**src/rtl/alu_operand_stage_pkg.sv**
```systemverilog
// Shared types for the ALU operand-select stage.
// Combinational definitions only; no latency.
// No flow control of its own.
package alu_operand_stage_pkg;

  localparam int WORD_W     = 32;
  localparam int GPR_ADDR_W = 5;
  localparam int STALL_W    = 16;

  typedef logic [WORD_W-1:0]     word_t;
  typedef logic [GPR_ADDR_W-1:0] gpr_addr_t;

  // Which source produced a final operand.
  typedef enum logic [1:0] {
    FWD_DEC = 2'd0,
    FWD_WB  = 2'd1,
    FWD_EX  = 2'd2
  } operand_fwd_sel_t;

  // One-entry pipeline register occupancy.
  typedef enum logic {
    EMPTY = 1'b0,
    FULL  = 1'b1
  } stage_state_t;

endpackage

```
**src/rtl/alu_fwd_mux.sv**
```systemverilog
// Per-operand forwarding mux: EX result beats WB result beats decode value.
// Purely combinational, zero latency.
// No backpressure; the caller decides whether an EX hit without a result stalls.
// Ports: src_use/src_reg/dec_val describe the decoded operand; ex_*/wb_* are the
//        in-flight result buses; operand/sel/ex_hit/wb_hit are the results.
module alu_fwd_mux
  import alu_operand_stage_pkg::*;
#(
  parameter int DWIDTH  = WORD_W,
  parameter int RADDR_W = GPR_ADDR_W
) (
  input  logic               src_use,
  input  logic [RADDR_W-1:0] src_reg,
  input  logic [DWIDTH-1:0]  dec_val,
  input  logic               ex_wr,
  input  logic [RADDR_W-1:0] ex_dest,
  input  logic [DWIDTH-1:0]  ex_res,
  input  logic               wb_wr,
  input  logic [RADDR_W-1:0] wb_dest,
  input  logic [DWIDTH-1:0]  wb_res,
  output logic [DWIDTH-1:0]  operand,
  output operand_fwd_sel_t   sel,
  output logic               ex_hit,
  output logic               wb_hit
);

  assign ex_hit = src_use & ex_wr & (ex_dest == src_reg);
  assign wb_hit = src_use & wb_wr & (wb_dest == src_reg);

  always_comb begin
    sel     = FWD_DEC;
    operand = dec_val;
    if (ex_hit) begin
      sel     = FWD_EX;
      operand = ex_res;
    end else if (wb_hit) begin
      sel     = FWD_WB;
      operand = wb_res;
    end
  end

endmodule

```
**src/rtl/alu_operand_stage.sv**
```systemverilog
// Operand-select stage: forwards EX/WB results into decoded operands and holds them for the ALU.
// Latency: one cycle decode -> ALU; back-to-back transfers with no bubble.
// Backpressure: dec_ready drops on ALU stall, unresolved EX hazard, flush or reset.
// Ports: dec_* decode offer (valid/ready), ex_*/wb_* forwarding buses,
//        alu_* registered operands to the ALU (valid/ready), flush, stall_cnt.
module alu_operand_stage
  import alu_operand_stage_pkg::*;
#(
  parameter int DWIDTH      = WORD_W,
  parameter int RADDR_W     = GPR_ADDR_W,
  parameter int STALL_CNT_W = STALL_W
) (
  input  logic                   clk,
  input  logic                   reset,
  input  logic                   flush,
  input  logic                   dec_valid,
  output logic                   dec_ready,
  input  logic [DWIDTH-1:0]      dec_a,
  input  logic [DWIDTH-1:0]      dec_b,
  input  logic [RADDR_W-1:0]     dec_a_reg,
  input  logic [RADDR_W-1:0]     dec_b_reg,
  input  logic                   dec_a_use,
  input  logic                   dec_b_use,
  input  logic                   dec_cin,
  input  logic [DWIDTH-1:0]      dec_cr,
  input  logic [RADDR_W-1:0]     dec_dest,
  input  logic                   dec_dest_wr,
  input  logic                   ex_wr,
  input  logic [RADDR_W-1:0]     ex_dest,
  input  logic                   ex_res_valid,
  input  logic [DWIDTH-1:0]      ex_res,
  input  logic                   wb_wr,
  input  logic [RADDR_W-1:0]     wb_dest,
  input  logic [DWIDTH-1:0]      wb_res,
  output logic                   alu_valid,
  input  logic                   alu_ready,
  output logic [DWIDTH-1:0]      alu_a,
  output logic [DWIDTH-1:0]      alu_b,
  output logic                   alu_cin,
  output logic [DWIDTH-1:0]      alu_cr,
  output logic [RADDR_W-1:0]     alu_dest,
  output logic                   alu_dest_wr,
  output logic [STALL_CNT_W-1:0] stall_cnt
);

  stage_state_t state_q, state_d;

  logic [DWIDTH-1:0]      fwd_a, fwd_b;
  operand_fwd_sel_t       sel_a, sel_b;
  logic                   ex_hit_a, ex_hit_b, wb_hit_a, wb_hit_b;

  // Source fields of the held operands, kept so the WB snoop can refresh them.
  logic [RADDR_W-1:0]     a_reg_q, b_reg_q;
  logic                   a_use_q, b_use_q;

  logic hazard, load, hold, snoop_a, snoop_b;

  alu_fwd_mux #(.DWIDTH(DWIDTH), .RADDR_W(RADDR_W)) u_fwd_a (
    .src_use (dec_a_use), .src_reg (dec_a_reg), .dec_val (dec_a),
    .ex_wr   (ex_wr),     .ex_dest (ex_dest),   .ex_res  (ex_res),
    .wb_wr   (wb_wr),     .wb_dest (wb_dest),   .wb_res  (wb_res),
    .operand (fwd_a),     .sel     (sel_a),
    .ex_hit  (ex_hit_a),  .wb_hit  (wb_hit_a)
  );

  alu_fwd_mux #(.DWIDTH(DWIDTH), .RADDR_W(RADDR_W)) u_fwd_b (
    .src_use (dec_b_use), .src_reg (dec_b_reg), .dec_val (dec_b),
    .ex_wr   (ex_wr),     .ex_dest (ex_dest),   .ex_res  (ex_res),
    .wb_wr   (wb_wr),     .wb_dest (wb_dest),   .wb_res  (wb_res),
    .operand (fwd_b),     .sel     (sel_b),
    .ex_hit  (ex_hit_b),  .wb_hit  (wb_hit_b)
  );

  // Source selects and WB hits are trace/debug information; the control
  // path only needs the EX hits.
  logic unused_fwd_info;
  assign unused_fwd_info = ^{sel_a, sel_b, wb_hit_a, wb_hit_b};

  // An EX producer that has not finished yet cannot be forwarded; WB would
  // hold a stale value for that register, so the decode offer must wait.
  assign hazard    = (ex_hit_a | ex_hit_b) & ~ex_res_valid;
  assign dec_ready = ~reset & ~flush & ~hazard & ((state_q == EMPTY) | alu_ready);
  assign load      = dec_valid & dec_ready;
  assign hold      = (state_q == FULL) & ~alu_ready & ~flush;

  // While held, a WB write to a source register replaces the stale value.
  // EX is not snooped: an EX result reaches WB before the entry can leave.
  assign snoop_a = a_use_q & wb_wr & (wb_dest == a_reg_q);
  assign snoop_b = b_use_q & wb_wr & (wb_dest == b_reg_q);

  always_comb begin
    state_d = state_q;
    if (flush)
      state_d = EMPTY;
    else if (load)
      state_d = FULL;
    else if ((state_q == FULL) && alu_ready)
      state_d = EMPTY;
  end

  always_ff @(posedge clk or posedge reset) begin
    if (reset)
      state_q <= EMPTY;
    else
      state_q <= state_d;
  end

  assign alu_valid = (state_q == FULL);

  always_ff @(posedge clk or posedge reset) begin
    if (reset) begin
      alu_a       <= '0;
      alu_b       <= '0;
      alu_cin     <= 1'b0;
      alu_cr      <= '0;
      alu_dest    <= '0;
      alu_dest_wr <= 1'b0;
      a_reg_q     <= '0;
      b_reg_q     <= '0;
      a_use_q     <= 1'b0;
      b_use_q     <= 1'b0;
    end else if (load) begin
      alu_a       <= fwd_a;
      alu_b       <= fwd_b;
      alu_cin     <= dec_cin;
      alu_cr      <= dec_cr;
      alu_dest    <= dec_dest;
      alu_dest_wr <= dec_dest_wr;
      a_reg_q     <= dec_a_reg;
      b_reg_q     <= dec_b_reg;
      a_use_q     <= dec_a_use;
      b_use_q     <= dec_b_use;
    end else if (hold) begin
      if (snoop_a) alu_a <= wb_res;
      if (snoop_b) alu_b <= wb_res;
    end
  end

  // Saturating count of cycles where decode offered but was refused.
  always_ff @(posedge clk or posedge reset) begin
    if (reset)
      stall_cnt <= '0;
    else if (dec_valid && !dec_ready && !(&stall_cnt))
      stall_cnt <= stall_cnt + 1'b1;
  end

endmodule

```
**config.mk**
```make
export PLATFORM = sky130hd
export DESIGN_NAME = alu_operand_stage
export DESIGN_NICKNAME = d
export VERILOG_FILES = /design/src/rtl/alu_operand_stage_pkg.sv /design/src/rtl/alu_fwd_mux.sv /design/src/rtl/alu_operand_stage.sv
export SDC_FILE = /design/constraint.sdc
export NUM_CORES = 1
export LEC_CHECK = 0
export CAP_MARGIN = 40
export CORE_UTILIZATION = 45
export CTS_CLUSTER_DIAMETER = 30
export DETAILED_ROUTE_END_ITERATION = 10
export GPL_TIMING_DRIVEN = 0
export PLACE_DENSITY_LB_ADDON = 0.3
export SLEW_MARGIN = 5
export SYNTH_ARGS = -nofsm -noshare
export SYNTH_HDL_FRONTEND = slang
export SYNTH_HIERARCHICAL = 1
export SYNTH_SLANG_ARGS = --single-unit
```
**constraint.sdc**
```tcl
create_clock -name clk -period 5.7 [get_ports clk]
set_clock_uncertainty 0.15 [all_clocks]
set_input_delay 0.57 -clock clk [delete_from_list [all_inputs] [get_ports clk]]
set_output_delay 0.57 -clock clk [all_outputs]
set_load 0.02 [all_outputs]
```
Word-level counts from Yosys, hierarchy flattened

Index checks and enable logic that the tools add are counted.

Register bits after elaboration: 132
Output and inout port bits: 121

Equality and inequality tests: 6
Add/sub/neg operators: 1
Bitwise operators: 27
Reductions and logical operators: 12
Muxes and demuxes: 13

Operator list:

| operator                                                        | number |
|---|---|
| 32-bit two-way mux                                              | 10 |
| 5-bit == test                                                   | 6 |
| 1-bit bitwise AND                                               | 19 |
| 16-bit by 1-bit adder with 16-bit output, second input constant | 1 |
| 16-bit AND reduction                                            | 1 |
| 1-bit inverter                                                  | 6 |
| 2-bit nonzero test                                              | 3 |
| 2-bit AND reduction                                             | 2 |
| 1-bit logical AND                                               | 3 |
| 1-bit two-way mux                                               | 3 |
| 3-bit nonzero test                                              | 1 |
| 1-bit logical NOT                                               | 2 |
| 1-bit bitwise OR                                                | 2 |

Depth between registers and ports, before layout

Gate-level depths: netlist of run 1.

Depth in word-level cells: 10
Mapped depth: 12
Gate-level depth less buffers: 9

Cells and area by module

The synthesis of run 1 kept the hierarchy.

By module, submodules not included:

| module            | instances | cells each | area an instance (sq um) |
|---|---|---|---|
| alu_operand_stage | 1         | 470        | 5,779.3 |
| alu_fwd_mux       | 2         | 179        | 1,360.1 |

Least setup slack after synthesis of run 1

No wires, ideal clock.

Path kind: in2reg
From: in dec_b_reg[4]
To: reg alu_b[0]
Stages: 12
Buffers on the path: 3
Arrival: 2,471 ps
Setup slack: 2,942 ps
Cells stage by stage: xnor2_1 nand4_1 or2_2 buf_6 inv_1 o21ba_2 nor4_2 nand2_1 buf_2 clkbuf_1 nor2_1 a21oi_1

Word-level cells in the longest chain between the ends: 10
Elaborated cells on any way between the ends: 16

RTL lines:

| element                              | RTL line                 | text |
|---|---|---|
| from (decl)                          | alu_operand_stage.sv:21  | `input logic [RADDR_W-1:0] dec_b_reg,` |
| 5-bit == test (*)                    | alu_fwd_mux.sv:27        | `assign ex_hit = src_use & ex_wr & (ex_dest == src_reg);` |
| 1-bit bitwise AND (*)                | alu_fwd_mux.sv:27        |  |
| named net ex_hit_b                   | alu_operand_stage.sv:50  | `logic ex_hit_a, ex_hit_b, wb_hit_a, wb_hit_b;` |
| 1-bit bitwise OR (*)                 | alu_operand_stage.sv:81  | `assign hazard = (ex_hit_a \| ex_hit_b) & ~ex_res_valid;` |
| 1-bit bitwise AND (*)                | alu_operand_stage.sv:81  |  |
| 1-bit inverter (*)                   | alu_operand_stage.sv:82  | `assign dec_ready = ~reset & ~flush & ~hazard & ((state_q == EMPTY) \| alu_ready);` |
| 1-bit bitwise AND (*) (2 in series)  | alu_operand_stage.sv:82  |  |
| named net dec_ready                  | alu_operand_stage.sv:17  | `output logic dec_ready,` |
| 1-bit bitwise AND (*)                | alu_operand_stage.sv:83  | `assign load = dec_valid & dec_ready;` |
| 2-bit nonzero test (no source line)  | n/a                      |  |
| 2-bit AND reduction (no source line) | n/a                      |  |
| to (signal assigned)                 | alu_operand_stage.sv:124 | `alu_b <= fwd_b;` |
| to (signal assigned)                 | alu_operand_stage.sv:135 | `if (snoop_b) alu_b <= wb_res;` |
| to (decl)                            | alu_operand_stage.sv:38  | `output logic [DWIDTH-1:0] alu_b,` |

The timed path passes the listed nets; every way through them passes the cells marked *.
A chain may end at the register's enable or synchronous reset.

Final worst setup path of run 1

From: in dec_b_reg[0]
To: reg alu_b[6]

Word-level cells in the longest chain between the ends: 10
Elaborated cells on any way between the ends: 16

RTL lines:

| element                              | RTL line |
|---|---|
| 5-bit == test (*)                    | alu_fwd_mux.sv:27 |
| 1-bit bitwise AND (*)                | alu_fwd_mux.sv:27 |
| named net ex_hit_b                   | alu_operand_stage.sv:50 |
| 1-bit bitwise OR                     | alu_operand_stage.sv:81 |
| 1-bit bitwise AND                    | alu_operand_stage.sv:81 |
| 1-bit inverter                       | alu_operand_stage.sv:82 |
| 1-bit bitwise AND (2 in series)      | alu_operand_stage.sv:82 |
| 1-bit bitwise AND                    | alu_operand_stage.sv:83 |
| 2-bit nonzero test (no source line)  | n/a |
| 2-bit AND reduction (no source line) | n/a |

Marked as above.

==> results of run 1 <==
## power breakdown
part	internal (mW)	switching [mW]	leakage, nW
Combinational	0.619	0.569	3.15
Sequential	1.12	0.121	1.53
Clock	0.578	0.490	0.271
## flip-flops by register name, summed over array words and instances, names as in the netlist
signal / count
alu_dest_wr: 1
alu_a: 32
b_use_q: 1
alu_cr: 32
b_reg_q: 5
alu_b: 32
a_use_q: 1
a_reg_q: 5
alu_dest: 5
stall_cnt: 16
alu_valid: 1
alu_cin: 1
## per-layer routing
metal  vias up  wire length [um]  GRT usage (%)
li1       3739                 -              -
met1      3840             12000           37.2
met2       426             14300           50.7
met3        62              2550           8.22
met4         0               778           12.5
met5         -                 0              0
## area by class of cell
cell class | instances | area, um^2 | area share (%)
clock buffers | 17 | 425 | 3.40
inverters | 4 | 20.0 | 0.160
multi-input cells | 604 | 4480 | 35.8
plain buffers | 82 | 668 | 5.34
clock inverters | 15 | 136 | 1.09
flip-flops and latches | 132 | 3300 | 26.4
repair buffers | 318 | 3200 | 25.6
well taps | 229 | 287 | 2.29
## worst paths after layout
kind,start,endpoint,cells past startpoint
setup / recovery,dec_b_reg[0],alu_b[6],12
setup reg to reg,alu_valid,alu_b[6],6
hold / removal,stall_cnt[6],stall_cnt[6],1
hold reg to reg,stall_cnt[6],stall_cnt[6],1
min in group asynchronous,reset,alu_b[3],2
max in group asynchronous,reset,alu_a[28],3
## layout by cell type, fill, tap and decap left out, types with 2 or more instances in the layout
cell               n
clkdlybuf4s50_1  317
dfrtp_1          132
nor2_1            65
a21oi_1           65
mux2i_1           64
a22oi_1           64
a2bb2oi_1         64
mux2_2            52
o21ai_1           52
and3_1            37
and3_2            34
clkbuf_1          33
xnor2_1           30
clkbuf_8          20
buf_6             18
clkbuf_16         17
xor2_1            13
nand4_1           11
nand3_1            8
o21ai_0            8
nand2_1            7
buf_2              6
inv_6              6
inv_8              5
o21ai_2            4
buf_1              3
and2_1             3
inv_1              3
clkinvlp_4         3
nor3_1             2
nor4_4             2
or2_2              2
xnor2_2            2
or4b_1             2
and4_1             2
nor4b_4            2
dlymetal6s2s_1     2
==> results.yml, run 1 <==
status:
  outcome: "complete, but fails checks"
  failed_checks: "design-rule violations"
setup_path:
  crit_path_end_kind: "register"
  start_kind: "input port"
  cp_slowest_stage_delay_ns: 0.56
  crit_buf_inv: 5
  cp_top_family: "buffers and inverters"
  crit_chain: "clkdlybuf4s50_1 -> xnor2_1 -> nand4_1 -> or2_2 -> buf_6 -> inv_1 -> o21ba_2 -> nor4_2 -> nand2_1 -> clkbuf_1 -> clkbuf_1 -> a21oi_1"
  crit_slowest_cell: "clkbuf_1"
  crit_type: "in -> reg"
  ff2ff_setup_slack_ns: 3.13
  arrival_ns: 3.80
  critical_path_peak_fanout: 10
  path_common_cell: "clkbuf_1"
  critPathRequiredTime_ns: 5.82
die:
  num_io_pins: 318
  die-area_um2: 19400
  fp.dieH_um: 139
  die_w_um: 139
  start_util_pct: 46.5
  rows: 49
  core-area_um2: 18200
routing:
  ant_nets: 0
  drcViolationCount: 18
  detail_route.vias_per_cell: 5.76
  first_pass_iters: 11
  drt-total-wl_mm: 29.7
  vias: 8067
  drtIter0Drc: 590
  wl_per_cell_um: 21.2
place:
  dp_hpwl_mm: 21.3
  place_congestion: 0.881
  place_area_um2: 12000
  dp_slack_ns: 1.61
  io_buffers: 317
  placed_cells: 1369
global_route:
  antenna_found_initial: 0
  grt_max_degree: 81
  grt_pass1_wl_mm: 45.4
  grt_pass1_vias: 8268
  overflow: 0
  track_usage_pct: 30.4
cts:
  cts_inserted_buffers: 17
  cts_root_buf: "clkbuf_16"
  hold_buffers: 0
  clk_pin_slew_ns: 0.07
  h-tree-depth: 4
  cts_resized: 0
  cts_tree: "built"
  cts.sinks: 132
  clock_latency_ns: 0.42
  cts.path.max_buffers: 2
  post_cts_buffers: 0
timing:
  setup_viol: 0
  fin_ws_ns: 2.02
  relSlewSlack_pct: 55.8
  fin_crit_ns: 3.68
  rsz0062_at_grt: "no"
  fmaxAchievable_mhz: 272
  hold_viol_final: 0
  tightestPinTransition_ns: 0.658
  fin_crit_sh_pct: 64.5
  hold_ws_ns: 0.339
  setup_tns_ns: 0
  slew_violations: 0
hold_path:
  min_path_type: "reg -> reg"
synth:
  yosys_warnings: 6
  netlist_area_um2: 8470
  syn_inst: 822
  synth_nets: 1020
  postSynthAreaPerCell_um2: 10.3
power_and_ir_drop:
  power.density_nw_per_um2: 279
  p_leak_nw: 4.95
  finalPower_mw: 3.49
  vdd_drop_max_uv: 225
layout:
  drive_gt1_share_pct: 15.4
  nets: 1357
  stdcell_area_um2: 12500
  final_util_pct: 68.8
  fin_cells: 1401
  fill_cells: 1438
  area_growth_syn_to_layout_pct: 47.9
  antennaDiodeCount: 0
run:
  cap_violations: 0
(Power assumes the default switching activity.)
==> run 2, diff against run 1 <==
CORE_UTILIZATION = 41   (was 45)
clock period = 3.1 ns   (was 5.7 ns; I/O delays follow)
==> run 2 against run 1 <==
- core utilization fell by 6.1 points
- worst hold slack got worse by 0.17 ns
- design area is 1.2% higher
- clock power rose by 93%
- sequential cell count is the same
- the run now ends clean
- final cell count is 3.1% higher
- sequential share of layout area shrank 0.31 points
==> results.yml, run 2 (synthesis gave the netlist of run 1 again) <==
status:
  outcome: "complete, no violations"
die:
  die_w_um: 146
  core-area_um2: 20200
  num_io_pins: 318
  start_util_pct: 41.8
  die-area_um2: 21200
  fp.dieH_um: 146
  rows: 52
setup_path:
  critical_path_peak_fanout: 10
  start_kind: "input port"
  arrival_ns: 3.09
  crit_type: "in -> reg"
  r2r_cells: 6
  critPathRequiredTime_ns: 3.30
  crit_path_end_kind: "register"
place:
  place_congestion: 0.855
  place_area_um2: 12100
  placed_cells: 1413
  io_buffers: 317
  dp_hpwl_mm: 22.8
routing:
  ant_nets: 0
  first_pass_iters: 5
  drt-total-wl_mm: 30.8
  wl_per_cell_um: 21.3
  vias: 8161
  drcViolationCount: 0
  drtIter0Drc: 626
  detail_route.vias_per_cell: 5.65
layout:
  fill_cells: 1727
  final_util_pct: 62.6
  layout_commonest_cell: "clkdlybuf4s50_1"
  stdcell_area_um2: 12700
  top_regs: "alu_a: 32 flops, alu_b: 32 flops, alu_cr: 32 flops"
  nets: 1359
  layout_common_cells: "316 x clkdlybuf4s50_1, 132 x dfrtp_1, 65 x nor2_1, 65 x a21oi_1"
  seqCellArea_um2: 3300
  drive_gt1_share_pct: 16.6
  area_growth_syn_to_layout_pct: 49.6
  fin_cells: 1445
  multi_input_area_um2: 4480
power_and_ir_drop:
  p_leak_nw: 5.03
  power.density_nw_per_um2: 516
  finalPower_mw: 6.54
  vdd_drop_max_uv: 410
global_route:
  track_usage_pct: 29.0
  grt_max_degree: 33
  grt_pass1_wl_mm: 47.6
  overflow: 0
  antenna_found_initial: 1
  grt_pass1_vias: 8710
timing:
  slew_violations: 0
  setup_tns_ns: 0
  fin_crit_ns: 2.90
  tightestPinTransition_ns: 0.691
  fmaxAchievable_mhz: 345
  relSlewSlack_pct: 53.6
  fin_crit_sh_pct: 93.5
  setup_viol: 0
  rsz0062_at_grt: "no"
  hold_viol_final: 0
hold_path:
  min_path_type: "in -> async"
cts:
  cts.path.max_buffers: 2
  clk_pin_slew_ns: 0.07
  cts_tree: "built"
  h-tree-depth: 4
  post_cts_buffers: 0
  cts_root_buf: "clkbuf_16"
  cts.sinks: 132
  cts_inserted_buffers: 17
  hold_buffers: 0
  clock_latency_ns: 0.43
run:
  cap_violations: 0
## run 2: cell count changes in the layout (fill, tap and decap cells not counted), moves of 2 or more
cell and delta:
buf_1 -2, buf_2 +2, clkbuf_1 -9, inv_8 -3
clkbuf_2 +8, buf_12 +4, clkbuf_8 +2, clkinv_4 +3
## run 2: area by class of cell
type | count | area share [%]
clock inverters | 13 | 1.10
inverters | 4 | 0.148
multi-input cells | 604 | 35.4
clock buffers | 19 | 3.57
diodes | 1 | 0.0198
repair buffers | 321 | 25.7
plain buffers | 81 | 5.34
well taps | 270 | 2.67
flip-flops and latches | 132 | 26.1
## run 2: power by group
group	leakage, nW	internal, mW	switching [mW]
clock	0.289	1.18	0.885
sequential	1.53	2.05	0.220
combinational	3.21	1.15	1.06
## run 2: repair_timing
action | in CTS | in global routing
endpoints found under the setup margin | 65 | 66
gates cloned | 0 | 0
gates resized for setup | 10 | 2
## run 2: layer usage
layer	vias to the layer above	wire [um]	track usage [%]
met5	-	0	0
met4	0	1010	13.8
met3	67	2490	6.87
met2	429	15200	49.9
met1	3919	12100	34.1
li1	3746	-	-
## run 2: path summary, 6_finish.rpt
check                             start           end  slack [ns]
max                        dec_a_reg[0]      alu_b[0]        0.20
min                               reset     alu_cr[1]        0.17
max reg2reg                   alu_valid     alu_a[20]        0.83
min reg2reg                stall_cnt[6]  stall_cnt[6]        0.35
max in group asynchronous         reset       alu_cin        1.91
min in group clk            dec_dest[0]   alu_dest[0]        0.34
## run 2: worst max-delay path, stage by stage
cell and delay [ns]:
clkdlybuf4s50_1 0.50, xnor2_1 0.27, nand4_1 0.11, or2_2 0.31, buf_6 0.14, inv_1 0.05, o21ba_2 0.15, nor4_2 0.05
nand2_2 0.23, buf_2 0.34, clkbuf_2 0.39, nor2_1 0.08, a21oi_1 0.14
## run 2: metrics by stage
step	worst slack [ns]	hold slack, ns
5_1_grt	0.00530	0.191
2_1_floorplan	0.626	0.223
6_report	0.202	0.166
3_3_place_gp	-0.712	0.335
4_1_cts	0.00154	0.143
3_5_place_dp	-0.738	0.338
